### src/rtl/seg_scan_display.sv
// ---------------------------------------------------------------------------
// seg_scan_display
// Six-digit multiplexed 7-segment driver sitting on the read side of the
// timekeeping BCD digit bus. The six digits are snapshotted once per scan
// frame, then shown one slot per SCAN_DIV clocks. Each slot change shows one
// all-off (deghost) cycle before the next digit lights.
//
// Optional feature macro: BLINK_EN
//   defined   -> in time-adjust mode (i_mk == 2'b10) the field selected by
//                i_k1 (minutes = slots 2,3; hours = slots 4,5) blanks every
//                other BLINK_FRAMES-frame period.
//   undefined -> no blink logic; i_mk and i_k1 are ignored.
//
// Parameters
//   SCAN_DIV      clocks per digit slot (>= 2)
//   SEG_ACT_LOW   1: segment outputs active-low
//   DIG_ACT_LOW   1: digit enables active-low
//   BLINK_FRAMES  frames per blink half-period (BLINK_EN only)
//
// Ports
//   i_clk        system clock
//   i_rst_n      asynchronous active-low reset
//   i_mk [1:0]   mode, 2'b10 = time-adjust
//   i_k1 [1:0]   adjust select, bit 0: 0 = minutes, 1 = hours
//   i_a/i_b      second low/high BCD digit
//   i_c/i_d      minute low/high BCD digit
//   i_e/i_f      hour low/high BCD digit
//   o_seg [7:0]  {dp,g,f,e,d,c,b,a} segment drive
//   o_dig [5:0]  digit enable, bit i = slot i (slot 0 = i_a, rightmost)
// ---------------------------------------------------------------------------
module seg_scan_display #(
    parameter int SCAN_DIV     = 50000,
    parameter bit SEG_ACT_LOW  = 1'b1,
    parameter bit DIG_ACT_LOW  = 1'b1,
    parameter int BLINK_FRAMES = 256
) (
    input  logic       i_clk,
    input  logic       i_rst_n,
    input  logic [1:0] i_mk,
    input  logic [1:0] i_k1,
    input  logic [3:0] i_a,
    input  logic [3:0] i_b,
    input  logic [3:0] i_c,
    input  logic [3:0] i_d,
    input  logic [3:0] i_e,
    input  logic [3:0] i_f,
    output logic [7:0] o_seg,
    output logic [5:0] o_dig
);

    localparam int               DIV_W    = (SCAN_DIV > 1) ? $clog2(SCAN_DIV) : 1;
    localparam logic [DIV_W-1:0] DIV_LAST = DIV_W'(SCAN_DIV - 1);
    localparam logic [7:0]       SEG_MASK = {8{SEG_ACT_LOW}};
    localparam logic [5:0]       DIG_MASK = {6{DIG_ACT_LOW}};

    logic [DIV_W-1:0] r_div;
    logic [2:0]       r_idx;
    logic [5:0][3:0]  r_snap;
    logic             r_tick1;
    logic             r_load;
    logic [7:0]       r_seg;
    logic [5:0]       r_dig;

    logic             w_tick;
    logic             w_frame;
    logic             w_blank;
    logic [3:0]       w_digit;
    logic [6:0]       w_glyph;
    logic             w_dp;
    logic [7:0]       w_segRaw;

    assign w_tick  = (r_div == DIV_LAST);
    assign w_frame = w_tick && (r_idx == 3'd5);

    // Slot timing and the frame snapshot. The snapshot is taken on the same
    // edge that wraps the slot index back to 0, so a whole frame always shows
    // one consistent set of digits.
    always_ff @(posedge i_clk or negedge i_rst_n) begin
        if (!i_rst_n) begin
            r_div  <= '0;
            r_idx  <= '0;
            r_snap <= '0;
        end else if (w_tick) begin
            r_div <= '0;
            if (r_idx == 3'd5) begin
                r_idx  <= '0;
                r_snap <= {i_f, i_e, i_d, i_c, i_b, i_a};
            end else begin
                r_idx <= r_idx + 3'd1;
            end
        end else begin
            r_div <= r_div + DIV_W'(1);
        end
    end

    // Current slot's digit from the snapshot.
    always_comb begin
        w_digit = 4'd0;
        case (r_idx)
            3'd0:    w_digit = r_snap[0];
            3'd1:    w_digit = r_snap[1];
            3'd2:    w_digit = r_snap[2];
            3'd3:    w_digit = r_snap[3];
            3'd4:    w_digit = r_snap[4];
            3'd5:    w_digit = r_snap[5];
            default: w_digit = 4'd0;
        endcase
    end

    // BCD to active-high {g..a}; non-BCD codes show nothing.
    always_comb begin
        w_glyph = 7'h00;
        case (w_digit)
            4'd0:    w_glyph = 7'h3F;
            4'd1:    w_glyph = 7'h06;
            4'd2:    w_glyph = 7'h5B;
            4'd3:    w_glyph = 7'h4F;
            4'd4:    w_glyph = 7'h66;
            4'd5:    w_glyph = 7'h6D;
            4'd6:    w_glyph = 7'h7D;
            4'd7:    w_glyph = 7'h07;
            4'd8:    w_glyph = 7'h7F;
            4'd9:    w_glyph = 7'h6F;
            default: w_glyph = 7'h00;
        endcase
    end

    // Separators sit after the seconds pair and after the minutes pair.
    assign w_dp     = (r_idx == 3'd2) || (r_idx == 3'd4);
    assign w_segRaw = w_blank ? 8'h00 : {w_dp, w_glyph};

`ifdef BLINK_EN
    localparam int              FC_W    = (BLINK_FRAMES > 1) ? $clog2(BLINK_FRAMES) : 1;
    localparam logic [FC_W-1:0] FC_LAST = FC_W'(BLINK_FRAMES - 1);

    logic [FC_W-1:0] r_frameCnt;
    logic            r_phase;
    logic            w_unusedK1Hi;

    assign w_unusedK1Hi = i_k1[1];

    // Blink phase flips every BLINK_FRAMES frame boundaries.
    always_ff @(posedge i_clk or negedge i_rst_n) begin
        if (!i_rst_n) begin
            r_frameCnt <= '0;
            r_phase    <= 1'b0;
        end else if (w_frame) begin
            if (r_frameCnt == FC_LAST) begin
                r_frameCnt <= '0;
                r_phase    <= ~r_phase;
            end else begin
                r_frameCnt <= r_frameCnt + FC_W'(1);
            end
        end
    end

    // Mode is looked at when a slot is loaded, so a change shows from the
    // next slot on.
    always_comb begin
        w_blank = 1'b0;
        if ((i_mk == 2'b10) && r_phase) begin
            if (i_k1[0]) begin
                w_blank = (r_idx == 3'd4) || (r_idx == 3'd5);
            end else begin
                w_blank = (r_idx == 3'd2) || (r_idx == 3'd3);
            end
        end
    end
`else
    logic w_unusedCfg;

    assign w_unusedCfg = ^{i_mk, i_k1, BLINK_FRAMES[0]};
    assign w_blank     = 1'b0;
`endif

    // Output stage. Reset behaves as if a tick just happened, so slot 0
    // lights two cycles after release. The cycle after a tick blanks the
    // digit enables; the cycle after that loads the new digit and segments.
    always_ff @(posedge i_clk or negedge i_rst_n) begin
        if (!i_rst_n) begin
            r_tick1 <= 1'b1;
            r_load  <= 1'b0;
            r_dig   <= DIG_MASK;
            r_seg   <= SEG_MASK;
        end else begin
            r_tick1 <= w_tick;
            r_load  <= r_tick1;
            if (r_tick1) begin
                r_dig <= DIG_MASK;
            end else if (r_load) begin
                r_dig <= (6'd1 << r_idx) ^ DIG_MASK;
                r_seg <= w_segRaw ^ SEG_MASK;
            end
        end
    end

    assign o_seg = r_seg;
    assign o_dig = r_dig;

endmodule

### config.mk
export PLATFORM = sky130hd
export DESIGN_NAME = seg_scan_display
export DESIGN_NICKNAME = d
export VERILOG_FILES = /design/src/rtl/seg_scan_display.sv
export SDC_FILE = /design/constraint.sdc
export NUM_CORES = 1
export LEC_CHECK = 0
export CAP_MARGIN = 10
export CELL_PAD_IN_SITES_DETAIL_PLACEMENT = 0
export CELL_PAD_IN_SITES_GLOBAL_PLACEMENT = 1
export CORE_ASPECT_RATIO = 1.4
export CORE_UTILIZATION = 45
export CTS_BUF_LIST = sky130_fd_sc_hd__clkbuf_8
export DETAILED_ROUTE_END_ITERATION = 16
export GPL_ROUTABILITY_DRIVEN = 0
export PLACE_DENSITY_LB_ADDON = 0.1
export SKIP_CTS_REPAIR_TIMING = 1
export SYNTH_ARGS = -nofsm -noshare
export SYNTH_HDL_FRONTEND = slang
export SYNTH_SLANG_ARGS = --single-unit
### constraint.sdc
create_clock -name i_clk -period 3.22 [get_ports i_clk]
set_input_delay 0.644 -clock i_clk [delete_from_list [all_inputs] [get_ports i_clk]]
set_output_delay 0.644 -clock i_clk [all_outputs]
set_load 0.01 [all_outputs]
==> key figures <==
Outcome
  • Outcome: completed

Floorplan
  • I/O Pins: 44
  • Die H: 97.7 um
  • Die Width: approximately 70 um
  • Number of cell rows: 34
  • Core area: roughly 6300 um^2
  • Floorplan die area: around 6900 um^2
  • Initial standard-cell utilization of the core: roughly 47%

Pwr
  • Pleak: 1.60 nW
  • Reported net switching power: 0.317 mW
  • Share of total power in the clock network: 45.1%
  • Share of power burned in combinational logic: around 3.2%
  • Total power density per cell area: 400 nW/um^2
  • Cell-internal power: 1.12 mW
  • VDD IR-drop max: 0.000251 V
  • Switching power share of the total: between 20% and 30%
  • Relative contribution of sequential cells to total power: 51.7%

Setup path
  • Top Family by Delay on Critical Path: compound AO/OA/AOI/OAI gates
  • Worst setup path endpoint: o_seg[6]$_DFFE_PN1P_
  • Path type of the worst setup path: reg2reg
  • Crit-path cells: and2_1 -> ha_1 -> and2_1 -> a221oi_1 -> o21a_1 -> inv_1 -> ha_1 -> o41ai_1 -> a31oi_1
  • FF-to-FF End: o_seg[6]$_DFFE_PN1P_
  • Register-to-Register Setup Slack: 0.69 ns
  • Startpoint of the lowest-slack register-to-register path: r_idx[0]$_DFFE_PN0P_
  • Critical-path top delay cell: dfrtp_1
  • CP Buf/Inv Count: 1
  • Maximum fanout along the worst path: 10
  • Count of cells along the worst register-to-register path: 9
  • Type of element launching the critical path: register
  • Crit path required time: ~3.5 ns
  • Crit path launch: r_idx[0]$_DFFE_PN0P_
  • Critical path capture point type: register
  • Critical path arrival: 2.78 ns
  • Largest incremental delay on the critical path: 0.49 ns
  • Path length in cells of the critical path: 9

Clock tree
  • Maximum level of the CTS H-tree: 3
  • CTS max path bufs: 2
  • Clock tree from TritonCTS: yes
  • Number of buffers inserted during clock tree synthesis: 9
  • Clock transition at the registers of the reported paths: 0.07 ns
  • Clock latency on the worst-skew pair: ~0.35 ns
  • Clock root cell: clkbuf_8
  • Number of sinks handled by clock tree synthesis: 59

Drt
  • DRC: 0
  • Violation count after the first detailed-routing iteration: 97
  • Post-route ant nets: 0
  • Post-detailed-route via-to-cell ratio: 5.31
  • Initial DRT Pass Iterations: 4
  • Final wirelength: 5750 um
  • Average wire per standard cell: around 15 um
  • Vias after detailed routing: around 2000

Final layout
  • Share of the core filled with cells: between 50% and 60%
  • Nets: between 300 and 400
  • Share of final-layout standard cells stronger than drive strength 1: 23.6%
  • Area Overhead vs Synth: 21.8%
  • Antenna cell count: 0

GRT
  • Total track usage: 18.6%
  • Pin count of the biggest net entering global routing: 23
  • Overflow left after global routing: 0
  • Initial antenna violation count: 0
  • First-pass GRT wire length: 9830 um
  • Vias in the first global route: between 2000 and 2500

Logic synthesis
  • Cell variety after synth: 49
  • Number of warning messages in the yosys log: 0
  • Top flip-flop cell by instance count after synthesis: dfrtp_1
  • Synth cell count leaders: dfrtp_1 (44), mux2_4 (20), nand2_1 (19), nor2_1 (19), dfstp_2 (15)
  • Post-Synthesis Cells: 250
  • Synth area leaders: dfrtp_1 (37%), dfstp_2 (13%), mux2_4 (10%)
  • Number of enable flip-flop cells after synthesis: 0
  • Average instance area after synthesis: 11.8 um^2
  • Area leader, netlist: dfrtp_1
  • Net count of the mapped netlist: roughly 290
  • Netlist area before placement: between 2000 and 3000 um^2
  • Leading cell type by number of instances after synthesis: dfrtp_1
  • Number of synthesized register bits: 59
  • Fraction of synthesized cell area taken by the top area cell type: 37.4%
  • Register area share after synthesis: between 50% and 60%
  • Async set or reset register ratio after synthesis: 100%

STA
  • Count of endpoints failing setup in the final report: 0
  • Worst clock skew: approximately 0.0096 ns
  • Max Freq: 395 MHz
  • Period Utilization, post-route: 78.6%
  • Minimum period implied by the final worst setup slack: around 2.5 ns
  • Setup TNS after final layout: 0 ns
  • Unrepaired setup endpoints after global routing: false
  • Relative max-transition margin: a little under 60%
  • Number of max-slew violations in the final report: 0
  • Number of hold violations in the final report: 0
  • Slew at the pin closest to its max-slew limit: 0.626 ns

Place
  • Placed wire-length estimate after detailed placement: 4100 um
  • Count of buffers inserted at the top-level ports: 39

Run
  • Number of max-cap violations: 0

Hold path
  • Hold WC Path Type: in2async
==> stage by stage <==
step | instances | hold WS [ns] | cell area (um^2) | setup WS [ns] | power, mW
after global routing | 373 | 0.288 | 3590 | 0.511 | 1.50
after global placement | 357 | 0.444 | 3400 | 0.705 | 0.803
after floorplan | 250 | 0.348 | 2950 | 0.749 | 0.756
final | 373 | 0.248 | 3590 | 0.689 | 1.44
after detailed placement | 357 | 0.446 | 3400 | 0.692 | 0.803
after CTS | 373 | 0.256 | 3590 | 0.680 | 1.46
==> power groups by stage <==
stage | combinational (mW) | clock (mW) | sequential (mW)
3_5_place_dp | 0.0479 | 0 | 0.755
6_report | 0.0462 | 0.647 | 0.742
4_1_cts | 0.0482 | 0.669 | 0.742
3_3_place_gp | 0.0480 | 0 | 0.755
5_1_grt | 0.0516 | 0.705 | 0.741
2_1_floorplan | 0.000627 | 0 | 0.755
==> cells by family after synthesis <==
kind of cell	synth area share, %
AOI/OAI and AO/OA	8.16
xor gates and xnor gates	4.76
adders and majority gates	2.97
buffers and inverters	3.87
DFF	50.8
muxes	13.8
and+or+nand+nor	15.7
==> worst reg2reg max path: cells and delay by family, from the launching register on <==
| family | cells | cell delay [ns] |
|---|---|---|
| adders and majority gates | 2 | 0.46 |
| AOI/OAI and AO/OA | 4 | 1.01 |
| buffers and inverters | 1 | 0.08 |
| DFF | 1 | 0.49 |
| and+or+nand+nor | 2 | 0.40 |
==> cell usage in the layout (no fill, tap or decap), types with 5 or more instances in the layout <==
master           netlist  layout
dfrtp_1               44      44
clkdlybuf4s50_1        0      38
mux2_4                20      20
nor2_1                19      19
nand2_1               19      19
dfstp_2               15      15
xnor2_1               10      10
inv_1                  8       9
a21oi_1                9       9
clkbuf_8               0       9
ha_1                   7       7
mux2i_1                6       6
nand2b_1               6       6
nand3_1                6       6
xor2_1                 6       6
o21ai_0                6       6
buf_4                  0       6
or2_2                  5       5
==> worst min path at each step <==
stage | startpoint | to | slack [ns] | depth (start not counted)
after global placement | o_seg[7]$_DFFE_PN1P_ | o_seg[7]$_DFFE_PN1P_ | 0.44 | 2
final | i_rst_n | r_snap[8]$_DFFE_PN0P_ | 0.25 | 1
after floorplan | i_rst_n | r_div[0]$_DFF_PN0_ | 0.35 | 0
after CTS | i_rst_n | r_snap[8]$_DFFE_PN0P_ | 0.26 | 1
after global routing | i_rst_n | r_snap[8]$_DFFE_PN0P_ | 0.29 | 1
after detailed placement | o_seg[7]$_DFFE_PN1P_ | o_seg[7]$_DFFE_PN1P_ | 0.45 | 2
==> layer usage <==
| metal | global-route usage, % | vias up | share of wire [%] |
|---|---|---|---|
| met5 | 0 | - | 0 |
| met4 | 9.69 | 0 | 2.3 |
| met3 | 3.94 | 11 | 2.9 |
| met2 | 30.3 | 32 | 49 |
| met1 | 23.0 | 967 | 45 |
| li1 | - | 970 | - |
==> flip-flops by register name, summed over array words and instances (netlist names) <==
signal and count:
o_dig 6, o_seg 8, r_div 16, r_idx 3, r_load 1, r_snap 24
r_tick1 1
==> layout make-up <==
type,instances,area (um^2)
Tap cell,72,90.1
Clock inverter,7,61.3
Inverter,8,30.0
Fill cell,574,2670
Clock buffer,9,124
Multi-Input combinational cell,172,1340
Timing Repair Buffer,46,450
Sequential cell,59,1500
No activity file was read; power rests on OpenSTA's default activity.
